### src/rtl/div_unit.sv
// div_unit: multi-cycle radix-2 restoring divider for DIV.W/DIV.WU/MOD.W/MOD.WU.
// Returns {remainder, quotient} with a one-cycle done pulse.
module div_unit #(
    parameter int DATA_WIDTH = 32
) (
    input  logic                    clk,
    input  logic                    rst,
    input  logic [DATA_WIDTH-1:0]   div_data1_i,
    input  logic [DATA_WIDTH-1:0]   div_data2_i,
    input  logic                    div_signed_i,
    input  logic                    div_start_i,
    input  logic                    cancel_i,
    output logic [2*DATA_WIDTH-1:0] div_result_o,
    output logic                    div_done_o,
    output logic                    busy_o
);

    localparam int CW = (DATA_WIDTH > 1) ? $clog2(DATA_WIDTH) : 1;

    typedef enum logic [1:0] {
        IDLE = 2'd0,
        ZERO = 2'd1,
        RUN  = 2'd2,
        DONE = 2'd3
    } state_t;

    state_t state;
    state_t next_state;

    logic [DATA_WIDTH-1:0] quot;
    logic [DATA_WIDTH-1:0] rem;
    logic [DATA_WIDTH-1:0] divisor;
    logic [CW-1:0]         count;
    logic                  neg_q;
    logic                  neg_r;

    logic                  accept;
    logic                  abort;
    logic                  last;
    logic [DATA_WIDTH-1:0] a_abs;
    logic [DATA_WIDTH-1:0] b_abs;
    logic [DATA_WIDTH:0]   shifted;
    logic [DATA_WIDTH+1:0] diff;
    logic [DATA_WIDTH-1:0] step_rem;
    logic [DATA_WIDTH-1:0] step_quot;
    logic [DATA_WIDTH-1:0] fix_rem;
    logic [DATA_WIDTH-1:0] fix_quot;

    // Operand magnitudes and handshake qualifiers.
    always_comb begin
        a_abs  = (div_signed_i && div_data1_i[DATA_WIDTH-1]) ? -div_data1_i : div_data1_i;
        b_abs  = (div_signed_i && div_data2_i[DATA_WIDTH-1]) ? -div_data2_i : div_data2_i;
        accept = div_start_i && !cancel_i;
        abort  = cancel_i || !div_start_i;
        last   = (count == CW'(DATA_WIDTH - 1));
    end

    // One restoring step plus sign fix-up of the step's outcome.
    always_comb begin
        shifted = {rem, quot[DATA_WIDTH-1]};
        diff    = {1'b0, shifted} - {2'b00, divisor};
        if (diff[DATA_WIDTH+1]) begin
            step_rem  = shifted[DATA_WIDTH-1:0];
            step_quot = {quot[DATA_WIDTH-2:0], 1'b0};
        end else begin
            step_rem  = diff[DATA_WIDTH-1:0];
            step_quot = {quot[DATA_WIDTH-2:0], 1'b1};
        end
        fix_quot = neg_q ? -step_quot : step_quot;
        fix_rem  = neg_r ? -step_rem  : step_rem;
    end

    // State register.
    always_ff @(posedge clk) begin
        if (rst) begin
            state <= IDLE;
        end else begin
            state <= next_state;
        end
    end

    // Next-state logic.
    always_comb begin
        next_state = state;
        case (state)
            IDLE: begin
                if (accept) begin
                    next_state = (div_data2_i == '0) ? ZERO : RUN;
                end
            end
            ZERO:    next_state = abort ? IDLE : DONE;
            RUN: begin
                if (abort) begin
                    next_state = IDLE;
                end else if (last) begin
                    next_state = DONE;
                end
            end
            DONE:    next_state = IDLE;
            default: next_state = IDLE;
        endcase
    end

    // Datapath registers, result and done pulse.
    always_ff @(posedge clk) begin
        if (rst) begin
            quot         <= '0;
            rem          <= '0;
            divisor      <= '0;
            count        <= '0;
            neg_q        <= 1'b0;
            neg_r        <= 1'b0;
            div_result_o <= '0;
            div_done_o   <= 1'b0;
        end else begin
            div_done_o <= 1'b0;
            case (state)
                IDLE: begin
                    if (accept) begin
                        neg_q   <= div_signed_i && (div_data1_i[DATA_WIDTH-1] ^ div_data2_i[DATA_WIDTH-1]);
                        neg_r   <= div_signed_i && div_data1_i[DATA_WIDTH-1];
                        divisor <= b_abs;
                        // The zero-divisor path needs the raw dividend, so it is parked in quot.
                        quot    <= (div_data2_i == '0) ? div_data1_i : a_abs;
                        rem     <= '0;
                        count   <= '0;
                    end
                end
                ZERO: begin
                    if (!abort) begin
                        div_result_o <= {quot, {DATA_WIDTH{1'b1}}};
                        div_done_o   <= 1'b1;
                    end
                end
                RUN: begin
                    if (!abort) begin
                        rem   <= step_rem;
                        quot  <= step_quot;
                        count <= count + 1'b1;
                        if (last) begin
                            div_result_o <= {fix_rem, fix_quot};
                            div_done_o   <= 1'b1;
                        end
                    end
                end
                default: ;
            endcase
        end
    end

    assign busy_o = (state != IDLE);

endmodule
### config.mk
export PLATFORM = sky130hd
export DESIGN_NAME = div_unit
export DESIGN_NICKNAME = d
export VERILOG_FILES = /design/src/rtl/div_unit.sv
export SDC_FILE = /design/constraint.sdc
export NUM_CORES = 1
export LEC_CHECK = 0
export ABC_AREA = 1
export BUFFER_PORTS_ARGS = -buffer_cell sky130_fd_sc_hd__buf_2
export CORE_MARGIN = 2
export CORE_UTILIZATION = 31
export CTS_BUF_LIST = sky130_fd_sc_hd__clkbuf_8
export DETAILED_ROUTE_END_ITERATION = 8
export PLACE_DENSITY = 0.57
export REMOVE_ABC_BUFFERS = 1
export SLEW_MARGIN = 5
export SYNTH_ARGS = -nofsm -noshare
export SYNTH_HDL_FRONTEND = slang
export SYNTH_SLANG_ARGS = --single-unit
export TNS_END_PERCENT = 50
### constraint.sdc
create_clock -name clk -period 4.4 [get_ports clk]
set_clock_uncertainty 0.1 [all_clocks]
set_input_delay 1.32 -clock clk [delete_from_list [all_inputs] [get_ports clk]]
set_output_delay 1.32 -clock clk [all_outputs]
set_load 0.05 [all_outputs]
==> results.json, run 1 <==
{
  "drive_gt1_share_pct": 11.21,
  "fin_crit_ns": 3.906,
  "fillers": 4569,
  "postPlaceCellArea_um2": 13970,
  "rows": 74,
  "synth.most_common_cell": "nand2_1",
  "switching_power_mw": 2.480,
  "tightest_slew_ns": 1.024,
  "ys_ff_latch": 170,
  "finalSetupViolCount": 0,
  "wire_per_inst_um": 15.13,
  "fp.dieH_um": 207.0,
  "path_buf_inv": 7,
  "antenna_left": 0,
  "power_frac_seq_pct": 33.3,
  "swShare_pct": 46.11,
  "nNetsFinal": 2356,
  "worstPathArrival_ns": 4.17,
  "synth_top_area_share_pct": 26.64,
  "crit_type": "reg2reg",
  "cts_buffers": 17,
  "coreArea_um2": 40740,
  "cts_root_buffer": "clkbuf_8",
  "yosys.area.top_type": "dfxtp_1",
  "start_kind": "flip-flop",
  "hp-class": "reg2reg",
  "path_clk_slew_ns": 0.10,
  "reg2reg_depth": 29,
  "slowest_delay_ns": 0.34,
  "hp-start": "div_result_o[25]",
  "grt-ovfl-total": 0,
  "grt_usage_pct": 19.34,
  "status": "finished, final reports clean",
  "holdPathStages": 2,
  "fmaxAchievable_ghz": 0.2560,
  "drc_errors": 0,
  "cts.path.max_buffers": 2,
  "rsz0062_at_grt": "false",
  "r2r_slack_ns": 0.49,
  "stdcell_area_um2": 14400,
  "via_per_inst": 4.920,
  "synth_edf_count": 0,
  "seq_area_um2": 3403,
  "critPathSlowestCell": "dfxtp_1",
  "grt_max_degree": 104,
  "period_share_pct": 88.77,
  "dieArea_um2": 42860,
  "synth_cell_types": 48,
  "ys_seq_area_share_pct": 26.64,
  "power.density_nw_per_um2": 373.4,
  "netlist_top_cells_count": "660 x nand2_1, 291 x inv_1, 221 x a21oi_1",
  "p_int_mw": 2.898,
  "synth.cell_area_um2": 12780,
  "yosysWarnings": 0,
  "cts.sinks": 170,
  "numPortBuffers": 134,
  "cts_tree": "yes",
  "r2r_start": "divisor[8]",
  "start_util_pct": 31.36,
  "postSynth.asyncResetShare_pct": 0,
  "num_io_pins": 135,
  "synthFlopType": "dfxtp_1",
  "wl_um": 42210,
  "reg2reg_to": "div_result_o[28]",
  "cap_violations": 0,
  "clockPowerShare_pct": 22.6,
  "slew_headroom_pct": 31.75,
  "num_antenna_cells": 0,
  "multiInputGateArea_um2": 7923,
  "crit_required_ns": 4.66,
  "netlist_instances": 2154,
  "hold_end": "div_result_o[25]",
  "tns_ns": 0,
  "critPathLaunch": "divisor[8]",
  "htreeDepth": 4,
  "max-vdd-ir-drop_v": 0.0002538,
  "crit_path_max_fanout": 4,
  "leakage_nw": 6.831,
  "clock_latency_ns": 0.51,
  "drt-initial-drc-count": 1039,
  "grt_pass1_vias": 12800,
  "cp-end-kind": "flip-flop",
  "critPathTopFamily": "simple AND/OR/NAND/NOR gates",
  "hold_violations": 0,
  "area_growth_syn_to_layout_pct": 12.72,
  "gp_congestion": 0.9151,
  "hpwl_um": 32590,
  "combPwrFrac_pct": 44.0,
  "maxSlewViolCount": 0,
  "synthTopCellsByArea": "dfxtp_1 27%, nand2_1 19%, a21oi_1 8.7%",
  "grt_pass1_wl_um": 67390,
  "vias": 13720,
  "antenna_found_initial": 0,
  "dr.pass1.iters": 6,
  "die_x_um": 207.0,
  "avgSynthCellArea_um2": 5.932
}
## cell usage in the layout, fill, tap and decap left out, types with 5 or more instances in the layout
cell type  Yosys  routed
nor3_2         3       5
inv_1        291     292
nor2_2         8       9
nand2_2       21      21
ha_1          42      41
a31oi_1       29      29
nor2_1       198     195
xor2_1        45      45
nand4_1       13      13
o221ai_1       9       9
clkbuf_8       0      18
a21oi_1      221     221
nor2_4         3       5
dfxtp_1      170     170
o31ai_1       15      15
buf_2          2     133
nand3_1      119     119
o21ai_0       95      95
o211ai_1      18      18
xnor2_1       24      24
nand2_1      660     660
nor3_1        29      27
o21ai_1        9       9
buf_4          4      24
## worst reg2reg max path, delay by kind of cell (launching register included)
kind	cells	cell delay [ns]
and+or+nand+nor	16	1.88
DFF	1	0.34
adders and majority gates	2	0.49
buffers and inverters	7	0.50
AOI/OAI and AO/OA	4	0.52
## kinds of logic after synthesis
family / share of synthesized area [%]
xor gates and xnor gates: 4.730
buffers and inverters: 11.67
and+or+nand+nor: 35.10
AOI/OAI and AO/OA: 17.60
adders and majority gates: 4.269
DFF: 26.64
## state kept, by name, indices dropped and copies added, names as in the netlist
name / count
quot: 32
div_result_o: 64
divisor: 32
div_done_o: 1
state: 2
count: 5
rem: 32
neg_q: 1
neg_r: 1
## power by group through the flow
stage	combinational, mW	sequential, mW	clock, mW
floorplan	1.51	1.96	0
finish	2.37	1.79	1.22
global placement	2.32	1.83	0
global route	2.66	1.81	1.31
CTS	2.35	1.79	1.25
detailed placement	2.35	1.83	0
## per-layer routing
layer | vias to the layer above | global-route usage (%) | share of wire [%]
met1 | 6248 | 25.28 | 45
met4 | 0 | 7.463 | 3.2
met3 | 64 | 2.835 | 4.9
met5 | - | 0 | 0
li1 | 7058 | - | -
met2 | 351 | 32.10 | 46
## how the worst max path moves through the flow
stage                            end  slack (ns)  depth (start not counted)
floorplan                   quot[10]       -3.39                          8
global placement            quot[30]        0.23                         18
detailed placement          quot[30]        0.19                         18
CTS                 div_result_o[28]        0.40                         29
global route        div_result_o[30]        0.08                         29
finish              div_result_o[28]        0.49                         29
## metrics by stage
stage               power [mW]  cells  hold WS [ns]  setup slack (ns)  utilization, %
floorplan                3.471   2066        0.3372            -3.390               -
global placement         4.147   2756        0.3516            0.2329           34.30
detailed placement       4.171   2756        0.3529            0.1852           34.30
CTS                      5.395   2788        0.3679            0.3974           35.31
global route             5.776   2789        0.3908           0.07539           35.35
finish                   5.378   2789        0.3658            0.4942           35.35
## what timing repair did
action                                  in CTS  in global routing
gates resized for setup                      0                  2
hold buffers                                 0                  0
endpoints found under the setup margin       0                  3
buffers inserted                             0                  1
## cell type report
type | count | share of cell area, %
Timing Repair Buffer | 159 | 6.151
Clock inverter | 14 | 1.138
Sequential cell | 170 | 23.63
Clock buffer | 18 | 1.720
Inverter | 296 | 7.732
Multi-Input combinational cell | 1600 | 55.01
Tap cell | 532 | 4.622
Power figures use the tool's default switching activity.
==> run 2, diff against run 1 <==
--- a/config.mk
+++ b/config.mk
@@ -7,11 +7,14 @@
 export LEC_CHECK = 0
 export ABC_AREA = 1
 export BUFFER_PORTS_ARGS = -buffer_cell sky130_fd_sc_hd__buf_2
+export CELL_PAD_IN_SITES_DETAIL_PLACEMENT = 0
+export CELL_PAD_IN_SITES_GLOBAL_PLACEMENT = 1
+export CORE_ASPECT_RATIO = 0.5
 export CORE_MARGIN = 2
 export CORE_UTILIZATION = 31
 export CTS_BUF_LIST = sky130_fd_sc_hd__clkbuf_8
 export DETAILED_ROUTE_END_ITERATION = 8
-export PLACE_DENSITY = 0.57
+export PLACE_DENSITY = 0.74
 export REMOVE_ABC_BUFFERS = 1
 export SLEW_MARGIN = 5
 export SYNTH_ARGS = -nofsm -noshare
==> run 2 against run 1 <==
Sequential cell count did not move. Global-route usage up 1.1 points. Via count is 0.54% lower. Largest power group unchanged. Power rose by 2.8%. Sequential share of layout area decreased by 0.12 points. Hold slack about the same. Clock power rose by 6%. Routed wire length up 3.3%. Non-clock buffer count increased by 7. Critical path depth is 8 lower.
==> results.json, run 2 (synthesis results as in run 1) <==
{
  "switching_power_mw": 2.534,
  "hp-start": "div_result_o[24]",
  "slowest_delay_ns": 0.41,
  "drc_errors": 0,
  "coreArea_um2": 40530,
  "power.density_nw_per_um2": 382.0,
  "swShare_pct": 45.83,
  "wl_um": 43600,
  "hp-class": "reg2reg",
  "worstPathArrival_ns": 4.25,
  "via_per_inst": 4.869,
  "drive_gt1_share_pct": 11.49,
  "final_common_cell": "nand2_1",
  "p_total_mw": 5.530,
  "finalSetupViolCount": 0,
  "cts_resized": 0,
  "status": "finished, final reports clean",
  "max-vdd-ir-drop_v": 0.0001998,
  "dr.pass1.iters": 5,
  "grt_pass1_vias": 12490,
  "hpwl_um": 33930,
  "multiInputGateArea_um2": 7923,
  "gp_congestion": 0.9083,
  "combPwrFrac_pct": 44.5,
  "dieArea_um2": 42960,
  "grt_usage_pct": 20.41,
  "crit_path_max_fanout": 37,
  "placed_cells": 2772,
  "cts_buffers": 17,
  "fin_crit_ns": 3.997,
  "p_int_mw": 2.995,
  "num_antenna_cells": 0,
  "holdPathStages": 2,
  "grt_max_degree": 98,
  "grt_pass1_wl_um": 69340,
  "stdcell_count": 2803,
  "period_share_pct": 90.85,
  "antenna_left": 0,
  "numPortBuffers": 134,
  "area_growth_syn_to_layout_pct": 13.30,
  "wire_per_inst_um": 15.56,
  "cp-end-kind": "flip-flop",
  "cp_cell_sequence": "inv_1, ha_1, inv_2, nor3_2, nand2_1, nor2_1, nand2_4, nand2_4, buf_4, nand2_1, o21ai_2, ha_1, nand3_4, nor2_4, nand2_1, nand2_2, nand2_1, nand3_1, nand3_1, nand2_1, a21oi_1",
  "cp_common_cell": "nand2_1",
  "fin_hold_ws_ns": 0.3655,
  "critPathSlowestCell": "buf_4",
  "crit_type": "reg2reg",
  "cts.sinks": 170,
  "largest_reg_flops": 64,
  "fillers": 4567,
  "hold_violations": 0,
  "cts.path.max_buffers": 2,
  "reg2reg_to": "div_result_o[50]",
  "clockPowerShare_pct": 23.3,
  "antenna_found_initial": 0,
  "cts_tree": "yes",
  "fp.dieH_um": 147.6,
  "power_frac_seq_pct": 32.3,
  "die_x_um": 291.1,
  "drt-initial-drc-count": 973,
  "num_io_pins": 135,
  "slew_headroom_pct": 30.47,
  "tightest_slew_ns": 1.043,
  "start_util_pct": 31.52,
  "rsz0062_at_grt": "false",
  "reg2reg_depth": 21,
  "path_clk_slew_ns": 0.10,
  "most-common-layout-cells": "660 x nand2_1, 291 x inv_1, 221 x a21oi_1",
  "clock_latency_ns": 0.52,
  "crit_required_ns": 4.66,
  "rows": 52,
  "r2r_slack_ns": 0.40,
  "seq_area_um2": 3403,
  "cts_root_buffer": "clkbuf_8",
  "cap_violations": 0,
  "post-cts-setup-buffers": 0,
  "regMostFlops": "div_result_o",
  "maxSlewViolCount": 0,
  "grt-ovfl-total": 0,
  "final_util_pct": 35.71,
  "hold_end": "div_result_o[24]",
  "critPathLaunch": "divisor[29]",
  "hold_buffers": 0,
  "leakage_nw": 6.866,
  "vias": 13650,
  "htreeDepth": 4,
  "start_kind": "flip-flop",
  "r2r_start": "divisor[29]",
  "fmaxAchievable_ghz": 0.2502,
  "nNetsFinal": 2363
}
==> run 2: cell count changes in the layout (fill, tap and decap cells not counted), sizes merged <==
cell,delta
clkinvlp,+1
clkbuf,+2
bufinv,+1
inv,-2
buf,+7
clkinv,-3
==> run 2: worst max path at each step <==
stage | to | slack (ns) | cells after the start
2_1_floorplan | quot[10] | -3.39 | 8
3_3_place_gp | quot[30] | 0.21 | 17
3_5_place_dp | quot[24] | 0.19 | 17
4_1_cts | div_result_o[30] | 0.35 | 27
5_1_grt | div_result_o[30] | 0.04 | 29
6_report | div_result_o[50] | 0.40 | 21
==> run 2: through the flow <==
stage          setup TNS [ns]  instance area (um2)  setup slack, ns
3_5_place_dp                0                14030           0.1875
4_1_cts                     0                14470           0.3466
2_1_floorplan         -273.40                12400           -3.390
6_report                    0                14480           0.4026
5_1_grt                     0                14480          0.03610
3_3_place_gp                0                14030           0.2087
==> run 2: critical path: cells and delay by family, from the launching register on <==
| family | cells | cell delay, ns |
|---|---|---|
| DFF | 1 | 0.36 |
| and+or+nand+nor | 14 | 1.95 |
| AOI/OAI and AO/OA | 2 | 0.20 |
| buffers and inverters | 3 | 0.59 |
| adders and majority gates | 2 | 0.62 |
==> run 2: layer usage <==
layer	GRT usage (%)	part of all wire, %	up-vias
met2	30.53	42	310
li1	-	-	7080
met3	3.263	5.0	28
met4	4.611	1.3	0
met5	0	0	-
met1	30.46	52	6229
==> run 2: power by group through the flow <==
stage | Clock [mW] | Combinational (mW) | Sequential [mW]
after global routing | 1.38 | 2.76 | 1.80
after CTS | 1.33 | 2.44 | 1.78
final | 1.29 | 2.46 | 1.78
after floorplan | 0 | 1.51 | 1.96
after detailed placement | 0 | 2.43 | 1.82
after global placement | 0 | 2.43 | 1.81
==> run 2: cell type report <==
type                            instances  share of cell area [%]
Tap cell                              540                   4.667
Sequential cell                       170                   23.51
Inverter                              296                   7.692
Clock buffer                           20                   1.901
Multi-Input combinational cell       1600                   54.73
Clock inverter                         11                   1.106
Timing Repair Buffer                  166                   6.396
